`src/rtl/jtcop_sndbus.sv`:
```
// Sound-CPU bus controller: SX-latched chip selects, registered read mux,
// command FIFO with NMI handshake. Optional NMI watchdog: JTCOP_NMI_WDOG_EN.
module jtcop_sndbus #(
    parameter int FIFO_AW = 3,
    parameter int NIRQ    = 2,
    parameter int WDOG_W  = 4,
    parameter int RAM_AW  = 13
) (
    input  logic              clk,
    input  logic              rst,
    input  logic [20:0]       cpu_a,
    input  logic              cpu_sx,
    input  logic              cpu_ce,
    input  logic              cpu_wrn,
    input  logic              cpu_rdn,
    output logic [7:0]        cpu_din,
    output logic              waitn,
    output logic              nmi_n,
    output logic              irqn,
    input  logic [NIRQ-1:0]   irq_n,
    output logic              rom_cs,
    input  logic              rom_ok,
    input  logic [7:0]        rom_data,
    output logic [RAM_AW-1:0] ram_addr,
    output logic              ram_we,
    input  logic [7:0]        ram_dout,
    output logic              opl_cs,
    output logic              opn_cs,
    output logic              oki_cs,
    input  logic [7:0]        opl_dout,
    input  logic [7:0]        opn_dout,
    input  logic [7:0]        oki_dout,
    input  logic              snreq,
    input  logic [7:0]        latch,
    output logic              fifo_full,
    output logic [FIFO_AW:0]  fifo_level,
    output logic              overflow,
    output logic [7:0]        status
);

    localparam int DEPTH = 1 << FIFO_AW;
    localparam logic [FIFO_AW:0]   LVL_FULL = (FIFO_AW+1)'(DEPTH);
    localparam logic [FIFO_AW:0]   LVL_ONE  = (FIFO_AW+1)'(1);
    localparam logic [FIFO_AW-1:0] PTR_ONE  = FIFO_AW'(1);

    typedef enum logic [1:0] {NMI_IDLE, NMI_ASSERT, NMI_GAP} nmi_state_t;

    logic [4:0] page;
    logic       half;
    logic       dec_rom, dec_opl, dec_opn, dec_oki, dec_cmd, dec_ram;
    logic       cmd_sel, ram_sel;
    logic       unused_addr;

    logic [7:0]         mem [DEPTH];
    logic [FIFO_AW-1:0] wr_ptr, rd_ptr;
    logic [7:0]         last, head;
    logic               snreq_r, push, pop, push_ok, pop_ok, fifo_empty;
    logic [3:0]         lvl4;

    nmi_state_t state, nxt;
    logic       gap_cnt;
    logic       wd_expire;

    assign page        = cpu_a[20:16];
    assign half        = cpu_a[15];
    assign unused_addr = ^cpu_a;

    always_comb begin
        dec_rom = page == 5'h00;
        dec_opl = page == 5'h10 && half;
        dec_opn = page == 5'h11 && half;
        dec_oki = page == 5'h13 && !half;
        dec_cmd = page == 5'h13 && half;
        dec_ram = page == 5'h1F;
    end

    // A new address strobe takes precedence over the end-of-cycle clear
    always_ff @(posedge clk or posedge rst) begin
        if (rst) begin
            rom_cs  <= 1'b0;
            opl_cs  <= 1'b0;
            opn_cs  <= 1'b0;
            oki_cs  <= 1'b0;
            cmd_sel <= 1'b0;
            ram_sel <= 1'b0;
        end else if (cpu_sx) begin
            rom_cs  <= dec_rom;
            opl_cs  <= dec_opl;
            opn_cs  <= dec_opn;
            oki_cs  <= dec_oki;
            cmd_sel <= dec_cmd;
            ram_sel <= dec_ram;
        end else if (cpu_ce) begin
            rom_cs  <= 1'b0;
            opl_cs  <= 1'b0;
            opn_cs  <= 1'b0;
            oki_cs  <= 1'b0;
            cmd_sel <= 1'b0;
            ram_sel <= 1'b0;
        end
    end

    assign ram_we   = ram_sel & ~cpu_wrn;
    assign ram_addr = cpu_a[RAM_AW-1:0];
    assign irqn     = &irq_n;

    always_ff @(posedge clk or posedge rst) begin
        if (rst) begin
            cpu_din <= 8'hFF;
            waitn   <= 1'b1;
        end else begin
            waitn <= !rom_cs || rom_ok;
            if (ram_sel)      cpu_din <= ram_dout;
            else if (opn_cs)  cpu_din <= opn_dout;
            else if (opl_cs)  cpu_din <= opl_dout;
            else if (oki_cs)  cpu_din <= oki_dout;
            else if (cmd_sel) cpu_din <= head;
            else if (rom_cs)  cpu_din <= rom_data;
            else              cpu_din <= 8'hFF;
        end
    end

    // A pop frees a slot in the same cycle, so a push at full still lands
    assign fifo_empty = fifo_level == '0;
    assign fifo_full  = fifo_level == LVL_FULL;
    assign push       = snreq & ~snreq_r;
    assign pop        = cpu_ce & cmd_sel & ~cpu_rdn;
    assign pop_ok     = pop & ~fifo_empty;
    assign push_ok    = push & (~fifo_full | pop_ok);
    assign head       = fifo_empty ? last : mem[rd_ptr];

    always_ff @(posedge clk or posedge rst) begin
        if (rst) begin
            snreq_r    <= 1'b0;
            wr_ptr     <= '0;
            rd_ptr     <= '0;
            fifo_level <= '0;
            overflow   <= 1'b0;
            last       <= 8'h00;
        end else begin
            snreq_r <= snreq;
            if (push_ok) wr_ptr <= wr_ptr + PTR_ONE;
            if (pop_ok) begin
                rd_ptr <= rd_ptr + PTR_ONE;
                last   <= mem[rd_ptr];
            end
            if (push && !push_ok) overflow <= 1'b1;
            case ({push_ok, pop_ok})
                2'b10:   fifo_level <= fifo_level + LVL_ONE;
                2'b01:   fifo_level <= fifo_level - LVL_ONE;
                default: fifo_level <= fifo_level;
            endcase
        end
    end

    always_ff @(posedge clk) begin
        if (push_ok) mem[wr_ptr] <= latch;
    end

    generate
        if (FIFO_AW >= 3) begin : g_lvl_trunc
            assign lvl4 = fifo_level[3:0];
        end else begin : g_lvl_ext
            assign lvl4 = {{(3-FIFO_AW){1'b0}}, fifo_level};
        end
    endgenerate

    assign status = {nmi_n, irqn, overflow, fifo_full, lvl4};

    always_ff @(posedge clk or posedge rst) begin
        if (rst) begin
            state   <= NMI_IDLE;
            gap_cnt <= 1'b0;
        end else begin
            state   <= nxt;
            gap_cnt <= (state == NMI_GAP) ? ~gap_cnt : 1'b0;
        end
    end

    always_comb begin
        nxt   = state;
        nmi_n = 1'b1;
        case (state)
            NMI_IDLE: begin
                if (!fifo_empty) nxt = NMI_ASSERT;
            end
            NMI_ASSERT: begin
                nmi_n = 1'b0;
                if (pop_ok || wd_expire) nxt = NMI_GAP;
            end
            NMI_GAP: begin
                if (gap_cnt) nxt = fifo_empty ? NMI_IDLE : NMI_ASSERT;
            end
            default: nxt = NMI_IDLE;
        endcase
    end

`ifdef JTCOP_NMI_WDOG_EN
    localparam logic [WDOG_W-1:0] WDOG_ONE = WDOG_W'(1);

    logic [WDOG_W-1:0] wdog;
    logic              irqn_r, irq_fall;

    assign irq_fall  = irqn_r & ~irqn;
    assign wd_expire = irq_fall && (wdog == WDOG_ONE);

    // Counts interrupt edges while the CPU ignores the NMI; reload on entry
    always_ff @(posedge clk or posedge rst) begin
        if (rst) begin
            wdog   <= '1;
            irqn_r <= 1'b1;
        end else begin
            irqn_r <= irqn;
            if (state != NMI_ASSERT && nxt == NMI_ASSERT) begin
                wdog <= '1;
            end else if (state == NMI_ASSERT && irq_fall) begin
                wdog <= (wdog == WDOG_ONE) ? '1 : wdog - WDOG_ONE;
            end
        end
    end
`else
    localparam int unused_wdog_w = WDOG_W;
    assign wd_expire = 1'b0;
`endif

endmodule

```
`config.mk`:
```
export PLATFORM = sky130hd
export DESIGN_NAME = jtcop_sndbus
export DESIGN_NICKNAME = d
export VERILOG_FILES = /design/src/rtl/jtcop_sndbus.sv
export SDC_FILE = /design/constraint.sdc
export NUM_CORES = 1
export LEC_CHECK = 0
export ABC_AREA = 1
export ABC_CLOCK_PERIOD_IN_PS = 2350
export CORE_ASPECT_RATIO = 0.75
export CORE_MARGIN = 2
export CORE_UTILIZATION = 50
export CTS_BUF_LIST = sky130_fd_sc_hd__clkbuf_2
export DETAILED_ROUTE_END_ITERATION = 8
export GPL_ROUTABILITY_DRIVEN = 1
export PLACE_DENSITY = 0.88
export REMOVE_ABC_BUFFERS = 1
export SLEW_MARGIN = 0
export SYNTH_ARGS = -nofsm -noshare
export SYNTH_HDL_FRONTEND = slang
export SYNTH_SLANG_ARGS = --single-unit
export TNS_END_PERCENT = 5
```
`constraint.sdc`:
```
create_clock -name clk -period 2.35 [get_ports clk]
set_input_delay 0.5875 -clock clk [delete_from_list [all_inputs] [get_ports clk]]
set_output_delay 0.5875 -clock clk [all_outputs]
set_load 0.02 [all_outputs]
```
==> results of run 1 <==
[worst register-to-register path, stage by stage, from the launching register on]
cell and delay, ps:
dfrtp_2 540, inv_1 140, nand4_2 130, nand2_2 130, nor2_2 60, ha_1 310
nand2_1 70, nand2_1 50, a31oi_1 170, inv_1 60, nand2_1 90, nand3_1 70
nand2_1 70, inv_1 40
[area by class of cell]
cell class                 count  area, um^2  share of cell area, %
tap                          136         170                   2.67
multi-input combinational    333        1550                   24.3
sequential                   102        2890                   45.3
inverter                     121         454                   7.12
clock buffer                   9        45.0                  0.706
timing repair buffer         123        1190                   18.6
clock inverter                 7        80.1                   1.26
[cell usage after synthesis]
| master | count | area [um^2] |
|---|---|---|
| inv_1 | 117 | 439 |
| nand3b_1 | 1 | 7.51 |
| nand2_1 | 180 | 676 |
| buf_2 | 10 | 50.1 |
| o22ai_1 | 3 | 18.8 |
| o21ai_0 | 21 | 105 |
| xnor2_1 | 1 | 8.76 |
| clkinv_1 | 1 | 3.75 |
| edfxtp_1 | 64 | 1920 |
| nand4_1 | 1 | 6.26 |
| nor4_2 | 1 | 12.5 |
| a31oi_1 | 1 | 6.26 |
| nand2_2 | 3 | 18.8 |
| nor2_1 | 11 | 41.3 |
| ha_1 | 4 | 50.1 |
| nor2_2 | 5 | 31.3 |
| fa_1 | 1 | 20.0 |
| o31ai_1 | 2 | 15.0 |
| dfrtp_1 | 29 | 726 |
| a21oi_1 | 33 | 165 |
| nand3_1 | 55 | 275 |
| o21ai_1 | 1 | 5.00 |
| buf_4 | 24 | 180 |
| inv_2 | 3 | 11.3 |
| nor3_2 | 1 | 10.0 |
| a31o_2 | 1 | 8.76 |
| and3_1 | 1 | 6.26 |
| dfstp_2 | 9 | 236 |
| clkbuf_1 | 10 | 37.5 |
| xor2_1 | 4 | 35.0 |
| or2_4 | 1 | 8.76 |
| nand4_2 | 1 | 12.5 |
[layer usage]
layer	global-route usage [%]	wire length (um)	vias to the layer above
met5	0	0	-
met4	7.95	292	0
met3	6.65	779	30
met2	35.9	5680	159
met1	27.1	4960	1957
li1	-	-	2027
[what timing repair did]
item                                    4_1_cts  5_1_grt
endpoints found under the setup margin       18       14
resized for setup                            16       22
setup buffers                                 0        4
gates cloned                                  0        0
[flip-flops by register name (all words and copies together) (netlist names)]
register    cells
state           2
gap_cnt         1
cmd_sel         1
mem            64
rd_ptr          3
opl_cs          1
fifo_level      4
ram_sel         1
rom_cs          1
cpu_din         8
wr_ptr          3
last            8
overflow        1
opn_cs          1
oki_cs          1
waitn           1
snreq_r         1
[how the worst max path moves through the flow]
stage | to | cells past startpoint
4_1_cts | status[4] | 3
5_1_grt | status[4] | 3
3_5_place_dp | fifo_level[3] | 13
6_report | status[4] | 2
2_1_floorplan | mem[5][0] | 8
3_3_place_gp | fifo_level[3] | 14
[per-stage QoR]
stage / utilization (%) / TNS (ps) / cell area [um^2]
after global routing: 62.7 / -43.2 / 6380
final: 62.7 / 0 / 6380
after detailed placement: 61.0 / -1010 / 6200
after CTS: 62.1 / -343 / 6320
after floorplan: - / -3970 / 4880
after global placement: 61.0 / -766 / 6200
[logic make-up after synthesis]
logic type	share of synthesized area (%)
buffers and inverters	14.0
adders and majority gates	1.36
and+or+nand+nor	21.5
DFF	56.0
xor gates and xnor gates	0.850
AOI/OAI and AO/OA	6.29
[power by group]
group          switching (mW)  total [mW]  internal (mW)
sequential              0.138        2.25           2.11
clock                   0.604       0.863          0.259
combinational           0.784        1.35          0.567
total                    1.53        4.46           2.94
==> key figures, run 1 <==
Cells and area
  – Fill count: 833
  – Antenna cell count: 0
  – Commonest cells after routing, fill and taps aside: nand2_1 (180), inv_1 (117), clkdlybuf4s50_1 (68), edfxtp_1 (64), nand3_1 (55)
  – Layout cells sized above 1: 11.1%
  – Final Net Count: 774
  – Final Non-Filler Cells: 831
  – Commonest non-fill, non-tap cell in the layout: nand2_1
  – Synthesis-to-layout area growth: 23.9%

Clock tree
  – Clk pin slew, worst setup/hold paths: 270 ps
  – Cts hold-fix bufs: 0
  – Clk Latency, worst-skew pair: 580 ps
  – Max clock buf depth: 2
  – Root Buffer: clkbuf_2
  – Clk sink count: 102
  – H-tree level count: 3
  – CTS tree: yes
  – TritonCTS buffer count: 9

Setup path
  – Reg2reg path depth: 13
  – CP Class: reg -> out
  – CP max stage cell: dfrtp_2
  – CP endpoint kind: output port
  – Reg2reg end: fifo_level[3]
  – Cell family with most CP delay: flip-flops
  – CP required: 1760 ps
  – Critical R2R Launch: fifo_level[0]
  – Crit-path cells: nor4_4, buf_2
  – Worst path bufs/invs: 1
  – Data arrival, critical path: 1640 ps
  – R2R Setup Slk: 360 ps
  – Largest stage delay, worst path: 540 ps
  – Crit path launch: fifo_level[0]
  – CP max FO: 6
  – Setup crit start kind: register

Yosys
  – Synthesis-stage register bit count: 102
  – Count of cell types in the netlist: 32
  – Post-Syn Instances: 600
  – Cell area after synthesis: 5150 um^2
  – Synth Warn #: 0
  – Synth Area per Inst: 8.58 um^2
  – Sequential-to-total area share from yosys stat: 56.0%

Hold path
  – Min-Delay Path Class: in -> async

Route
  – Final wirelength: 11700 um
  – Vias per cell: 5.02
  – Via count: 4173
  – Drt wl/cell: 14.1 um
  – DRC errors left: 0
  – TritonRoute pass-1 iters: 5
  – Routed Antenna Nets: 0
  – DRT iter0 DRCs: 313

Die
  – Core area: 10200 um^2
  – IO Pins: 122
  – Die X: 121 um
  – Full die area: 11100 um^2
  – # rows: 32
  – Chip height: 91.9 um
  – Starting Density: 50.6%

STA
  – Hold WS: 385 ps
  – Skew final: 36.1 ps
  – Pins Over Slew Limit: 0
  – RSZ-0062 raised after global routing: true
  – Slew @ Worst Pin: 516 ps
  – Final worst slack: 127 ps
  – Headroom to the max-slew limit: 65.6%
  – Final Cycle Share: 94.6%
  – Max frequency: 0.450 GHz
  – Final Hold Viols: 0
  – Fin crit period: 2220 ps
  – Finish-stage setup viols: 0

Global routing
  – First-pass GRT wire length: 18900 um
  – Initial antenna violation count: 0
  – Vias in the first global route: 4157
  – GRT Residual Overflow: 0
  – Largest net degree at the start of global routing: 39
  – GRT Overall Usage: 21.7%

Placement
  – Placed Cells: 811
  – Port bufs: 93
  – Post-DP HPWL: 8250 um
  – Setup WS pre-CTS: -150 ps
  – GPL Wtd Cong: 0.876

Power
  – Maximum VDD drop: 674 uV
  – Power Density: 699 nW/um^2
  – P_leak: 3.14 nW
  – Total power: 4.46 mW

Run status
  – Status: finished clean

Flow run
  – Max-cap violations: 0
Power figures use the tool's default switching activity.
==> run 2: changes to the inputs <==
--- a/config.mk
+++ b/config.mk
@@ -7,8 +7,8 @@
 export LEC_CHECK = 0
 export ABC_AREA = 1
 export ABC_CLOCK_PERIOD_IN_PS = 2350
+export CAP_MARGIN = 10
 export CORE_ASPECT_RATIO = 0.75
-export CORE_MARGIN = 2
 export CORE_UTILIZATION = 50
 export CTS_BUF_LIST = sky130_fd_sc_hd__clkbuf_2
 export DETAILED_ROUTE_END_ITERATION = 8
==> key figures, run 2 (synthesized netlist as in run 1, its figures left out) <==
Run status
  – Status: finished clean (unchanged)

Placement
  – GPL Wtd Cong: 0.864 (was 0.876)
  – Dpl cell area: 6200 um^2 (about the same)
  – Post-DP HPWL: 9120 um (was 8250 um)
  – Port bufs: 93 (unchanged)

STA
  – Fin crit period: 2260 ps (was 2220 ps)
  – Final Cycle Share: 96.1% (was 94.6%)
  – Headroom to the max-slew limit: 66.8% (was 65.6%)
  – Pins Over Slew Limit: 0 (unchanged)
  – Finish-stage setup viols: 0 (unchanged)
  – RSZ-0062 raised after global routing: true (unchanged)
  – Max frequency: 0.443 GHz (was 0.450 GHz)
  – Final TNS setup: 0 ps (unchanged)
  – Slew @ Worst Pin: 498 ps (was 516 ps)
  – Final Hold Viols: 0 (unchanged)
  – Skew final: 39.1 ps (was 36.1 ps)

Die
  – # rows: 31 (was 32)
  – Starting Density: 52.5% (was 50.6%)
  – Full die area: 10700 um^2 (was 11100 um^2)
  – Chip height: 89.9 um (was 91.9 um)
  – IO Pins: 122 (unchanged)
  – Core area: 9810 um^2 (was 10200 um^2)
  – Die X: 119 um (was 121 um)

Global routing
  – First-pass GRT wire length: 20300 um (was 18900 um)
  – Initial antenna violation count: 0 (unchanged)
  – Largest net degree at the start of global routing: 39 (unchanged)
  – GRT Residual Overflow: 0 (unchanged)
  – GRT Overall Usage: 24.2% (was 21.7%)
  – Vias in the first global route: 4184 (was 4157)

Setup path
  – CP Class: reg -> out (unchanged)
  – CP required: 1760 ps (about the same)
  – Cell family with most CP delay: flip-flops (unchanged)
  – Crit-path cells: inv_1, nor4_4, buf_2 (was nor4_4, buf_2)
  – CP max FO: 4 (was 6)
  – Largest stage delay, worst path: 470 ps (was 540 ps)
  – CP max stage cell: dfrtp_1 (was dfrtp_2)
  – Worst path bufs/invs: 2 (was 1)
  – CP endpoint kind: output port (unchanged)
  – Data arrival, critical path: 1670 ps (was 1640 ps)
  – Setup crit start kind: register (unchanged)

Cells and area
  – Biggest registers after layout: mem (64), cpu_din (8), last (8) (unchanged)
  – Design Area, Final: 6370 um^2 (was 6380 um^2)
  – Layout cells sized above 1: 11.1% (about the same)
  – Final Net Count: 775 (was 774)
  – Largest reg by FF count: mem (unchanged)
  – Commonest cells after routing, fill and taps aside: nand2_1 (180), inv_1 (117), clkdlybuf4s50_1 (67), edfxtp_1 (64), nand3_1 (55) (was nand2_1 (180), inv_1 (117), clkdlybuf4s50_1 (68), edfxtp_1 (64), nand3_1 (55))
  – Synthesis-to-layout area growth: 23.7% (was 23.9%)
  – Commonest non-fill, non-tap cell in the layout: nand2_1 (unchanged)
  – Finished Core Util: 64.9% (was 62.7%)
  – Number of flip-flops in the largest register: 64 (unchanged)
  – Antenna cell count: 0 (unchanged)

Clock tree
  – Clk Latency, worst-skew pair: 610 ps (was 580 ps)
  – Root Buffer: clkbuf_2 (unchanged)
  – CTS tree: yes (unchanged)
  – Clk sink count: 102 (unchanged)
  – TritonCTS buffer count: 9 (unchanged)
  – H-tree level count: 3 (unchanged)
  – Max clock buf depth: 2 (unchanged)
  – Clk pin slew, worst setup/hold paths: 300 ps (was 270 ps)

Hold path
  – Min-Delay Path Class: in -> async (unchanged)

Route
  – TritonRoute pass-1 iters: 5 (unchanged)
  – Drt wl/cell: 14.8 um (was 14.1 um)
  – Via count: 4260 (was 4173)
  – Final wirelength: 12300 um (was 11700 um)
  – Routed Antenna Nets: 0 (unchanged)
  – Vias per cell: 5.14 (was 5.02)
  – DRT iter0 DRCs: 289 (was 313)
  – DRC errors left: 0 (unchanged)

Power
  – P_leak: 3.10 nW (was 3.14 nW)
  – Total power: 4.58 mW (was 4.46 mW)
  – Maximum VDD drop: 621 uV (was 674 uV)
  – Power Density: 719 nW/um^2 (was 699 nW/um^2)

Flow run
  – Max-cap violations: 0 (unchanged)
run 2: cell count changes in the layout (fill, tap and decap cells not counted), sizes merged:
cell | before | now
buf | 32 | 33
clkdlybuf4s50 | 68 | 67
clkinv | 2 | 3
clkinvlp | 2 | 0
dlygate4sd2 | 11 | 16
dlymetal6s2s | 12 | 8
inv | 123 | 124
run 2: worst reg2reg max path: stages (launching register included):
cell	delay (ps)
dfrtp_2	520
buf_4	150
inv_1	120
nand4_2	130
nand2_2	130
nor2_2	70
ha_1	320
nand2_1	80
nand2_1	50
a31oi_1	170
inv_1	60
nand2_1	80
nand3_1	70
nand2_1	80
inv_1	40
run 2: path summary, 6_finish.rpt:
kind / startpoint / slack (ps) / depth (start not counted) / endpoint
hold reg to reg: gap_cnt / 460 / 1 / gap_cnt
min in group clk: snreq / 410 / 1 / snreq_r
setup / recovery: fifo_level[3] / 90 / 3 / fifo_full
setup reg to reg: fifo_level[0] / 240 / 14 / fifo_level[3]
hold / removal: rst / 380 / 3 / fifo_level[1]
max in group asynchronous: rst / 1590 / 3 / cpu_din[5]
run 2: stage by stage:
step           std cells  hold WS, ps  worst slack (ps)
3_3_place_gp         809          423              -127
6_report             828          383              91.2
5_1_grt              828          331             -51.9
4_1_cts              825          349              -175
2_1_floorplan        556          414              -101
3_5_place_dp         809          431              -238
run 2: layer usage:
metal,wire (um),GRT usage [%]
met1,4900,30.7
met2,6200,42.0
met5,0,0
met4,208,6.75
met3,961,5.08
run 2: area by class of cell:
class,instances,area (um^2)
clock inverters,7,97.6
flip-flops and latches,102,2890
well taps,132,165
inverters,121,454
repair buffers,124,1170
multi-input cells,333,1550
clock buffers,9,45.0
fillers,770,3440
run 2: power by group:
part | switching (mW) | total, mW | internal, mW
Combinational | 0.826 | 1.40 | 0.575
Clock | 0.650 | 0.937 | 0.286
Sequential | 0.132 | 2.24 | 2.11
run 2: timing repair:
item | 4_1_cts | 5_1_grt
hold buffers | 0 | 0
resized for setup | 20 | 18
setup endpoints to repair | 21 | 10
cloned | 0 | 0
setup buffers | 0 | 3
==> run 3: changes to the inputs <==
--- a/config.mk
+++ b/config.mk
@@ -15,6 +15,7 @@
 export GPL_ROUTABILITY_DRIVEN = 1
 export PLACE_DENSITY = 0.88
 export REMOVE_ABC_BUFFERS = 1
+export SETUP_SLACK_MARGIN = 0.4
 export SLEW_MARGIN = 0
 export SYNTH_ARGS = -nofsm -noshare
 export SYNTH_HDL_FRONTEND = slang
==> key figures, run 3 (synthesized netlist as in run 1, its figures left out) <==
Setup path
  – Setup crit start kind: register (unchanged)
  – Largest stage delay, worst path: 620 ps (was 470 ps)
  – CP Depth: 1 (was 3)
  – CP Class: reg -> out (unchanged)
  – CP endpoint kind: output port (unchanged)
  – CP required: 1760 ps (about the same)
  – Critical R2R Launch: fifo_level[0] (unchanged)
  – Data arrival, critical path: 1630 ps (was 1670 ps)
  – Worst path bufs/invs: 1 (was 2)
  – Reg2reg path depth: 14 (unchanged)
  – Crit-path cells: clkdlybuf4s50_1 (was inv_1, nor4_4, buf_2)
  – Crit path launch: opl_cs (was fifo_level[3])
  – CP max stage cell: clkdlybuf4s50_1 (was dfrtp_1)
  – CP max FO: 2 (was 4)
  – Cell family with most CP delay: buffers and inverters (was flip-flops)

Placement
  – Setup WS pre-CTS: -238 ps (unchanged)
  – GPL Wtd Cong: 0.864 (unchanged)
  – Post-DP HPWL: 9120 um (unchanged)
  – Port bufs: 93 (unchanged)

Clock tree
  – Root Buffer: clkbuf_2 (unchanged)
  – CTS tree: yes (unchanged)
  – Clk pin slew, worst setup/hold paths: 310 ps (was 300 ps)
  – Clk Latency, worst-skew pair: 620 ps (was 610 ps)
  – H-tree level count: 3 (unchanged)
  – Cts hold-fix bufs: 0 (unchanged)
  – Max clock buf depth: 2 (unchanged)
  – TritonCTS buffer count: 9 (unchanged)
  – Clk sink count: 102 (unchanged)

Cells and area
  – Largest reg by FF count: mem (unchanged)
  – Biggest registers after layout: mem (64), cpu_din (8), last (8) (unchanged)
  – Synthesis-to-layout area growth: 24.1% (was 23.7%)
  – Layout cells sized above 1: 12.3% (was 11.1%)
  – Number of flip-flops in the largest register: 64 (unchanged)
  – Commonest cells after routing, fill and taps aside: nand2_1 (180), inv_1 (115), clkdlybuf4s50_1 (66), edfxtp_1 (64), nand3_1 (55) (was nand2_1 (180), inv_1 (117), clkdlybuf4s50_1 (67), edfxtp_1 (64), nand3_1 (55))
  – Antenna cell count: 0 (unchanged)
  – Commonest non-fill, non-tap cell in the layout: nand2_1 (unchanged)
  – Final Net Count: 780 (was 775)

Global routing
  – Vias in the first global route: 4229 (was 4184)
  – GRT Overall Usage: 24.4% (was 24.2%)
  – First-pass GRT wire length: 20500 um (was 20300 um)
  – Largest net degree at the start of global routing: 39 (unchanged)
  – GRT Residual Overflow: 0 (unchanged)
  – Initial antenna violation count: 0 (unchanged)

Die
  – Chip height: 89.9 um (unchanged)
  – Full die area: 10700 um^2 (unchanged)
  – # rows: 31 (unchanged)
  – Die X: 119 um (unchanged)
  – Core area: 9810 um^2 (unchanged)
  – IO Pins: 122 (unchanged)
  – Starting Density: 52.5% (unchanged)

Hold path
  – Min-Delay Path Class: in -> async (unchanged)

Route
  – DRC errors left: 0 (unchanged)
  – Via count: 4252 (was 4260)
  – DRT iter0 DRCs: 340 (was 289)
  – Final wirelength: 12400 um (was 12300 um)
  – Drt wl/cell: 14.9 um (was 14.8 um)
  – Vias per cell: 5.10 (was 5.14)
  – Routed Antenna Nets: 0 (unchanged)
  – TritonRoute pass-1 iters: 5 (unchanged)

Power
  – Total power: 4.63 mW (was 4.58 mW)
  – Maximum VDD drop: 636 uV (was 621 uV)
  – Power Density: 724 nW/um^2 (was 719 nW/um^2)
  – P_leak: 3.08 nW (was 3.10 nW)

STA
  – Final Hold Viols: 0 (unchanged)
  – Max frequency: 0.450 GHz (was 0.443 GHz)
  – Headroom to the max-slew limit: 67.0% (was 66.8%)
  – Final Cycle Share: 94.5% (was 96.1%)
  – Slew @ Worst Pin: 495 ps (was 498 ps)
  – Finish-stage setup viols: 0 (unchanged)
  – Fin crit period: 2220 ps (was 2260 ps)
  – Final worst slack: 128 ps (was 91.2 ps)
  – Pins Over Slew Limit: 0 (unchanged)
  – Skew final: 46.3 ps (was 39.1 ps)
  – RSZ-0062 raised after global routing: true (unchanged)

Run status
  – Status: finished clean (unchanged)

Flow run
  – Max-cap violations: 0 (unchanged)
-- run 3: cell count changes in the layout (fill, tap and decap cells not counted), sizes merged --
cell           before  now
clkdlybuf4s50      67   66
dlygate4sd2        16   23
dlymetal6s2s        8    1
buf                33   39
-- run 3: routing by layer --
layer	part of all wire [%]	GRT usage (%)	wire length [um]
met5	0	0	0
met4	1.6	7.07	199
met3	6.1	5.08	764
met2	51	42.2	6360
met1	41	30.9	5120
-- run 3: cell type report --
class                           instances  area, um^2
Clock inverter                          7        97.6
Clock buffer                            9        45.0
Multi-Input combinational cell        333        1560
Timing Repair Buffer                  129        1190
Inverter                              121         454
Sequential cell                       102        2890
Fill cell                             769        3420
Tap cell                              132         165
-- run 3: final timing paths --
path / to / slack [ps]
worst max-delay path: opl_cs / 130
worst min-delay path: fifo_level[3] / 360
max in group asynchronous: cpu_din[5] / 1600
worst min register to register: gap_cnt / 460
min in group clk: snreq_r / 400
worst max register to register: fifo_level[3] / 270
-- run 3: timing repair --
item,in CTS,in global routing
setup endpoints to repair,36,86
buffers inserted,6,2
pin swaps,0,1
gates resized for setup,40,10
-- run 3: power by group --
group          switching (mW)  total, mW  internal (mW)
sequential              0.118       2.23           2.11
combinational           0.855       1.45          0.600
clock                   0.657      0.944          0.287
total                    1.63       4.63           3.00
-- run 3: metrics by stage --
stage	hold WS, ps	util, %	TNS, ps	instance area (um^2)	cells
finish	358	65.1	0	6390	833
global route	332	65.1	0	6390	833
CTS	349	64.9	0	6370	831
detailed placement	431	63.2	-5640	6200	809
global placement	423	63.2	-912	6200	809
floorplan	414	-	-3970	4880	556
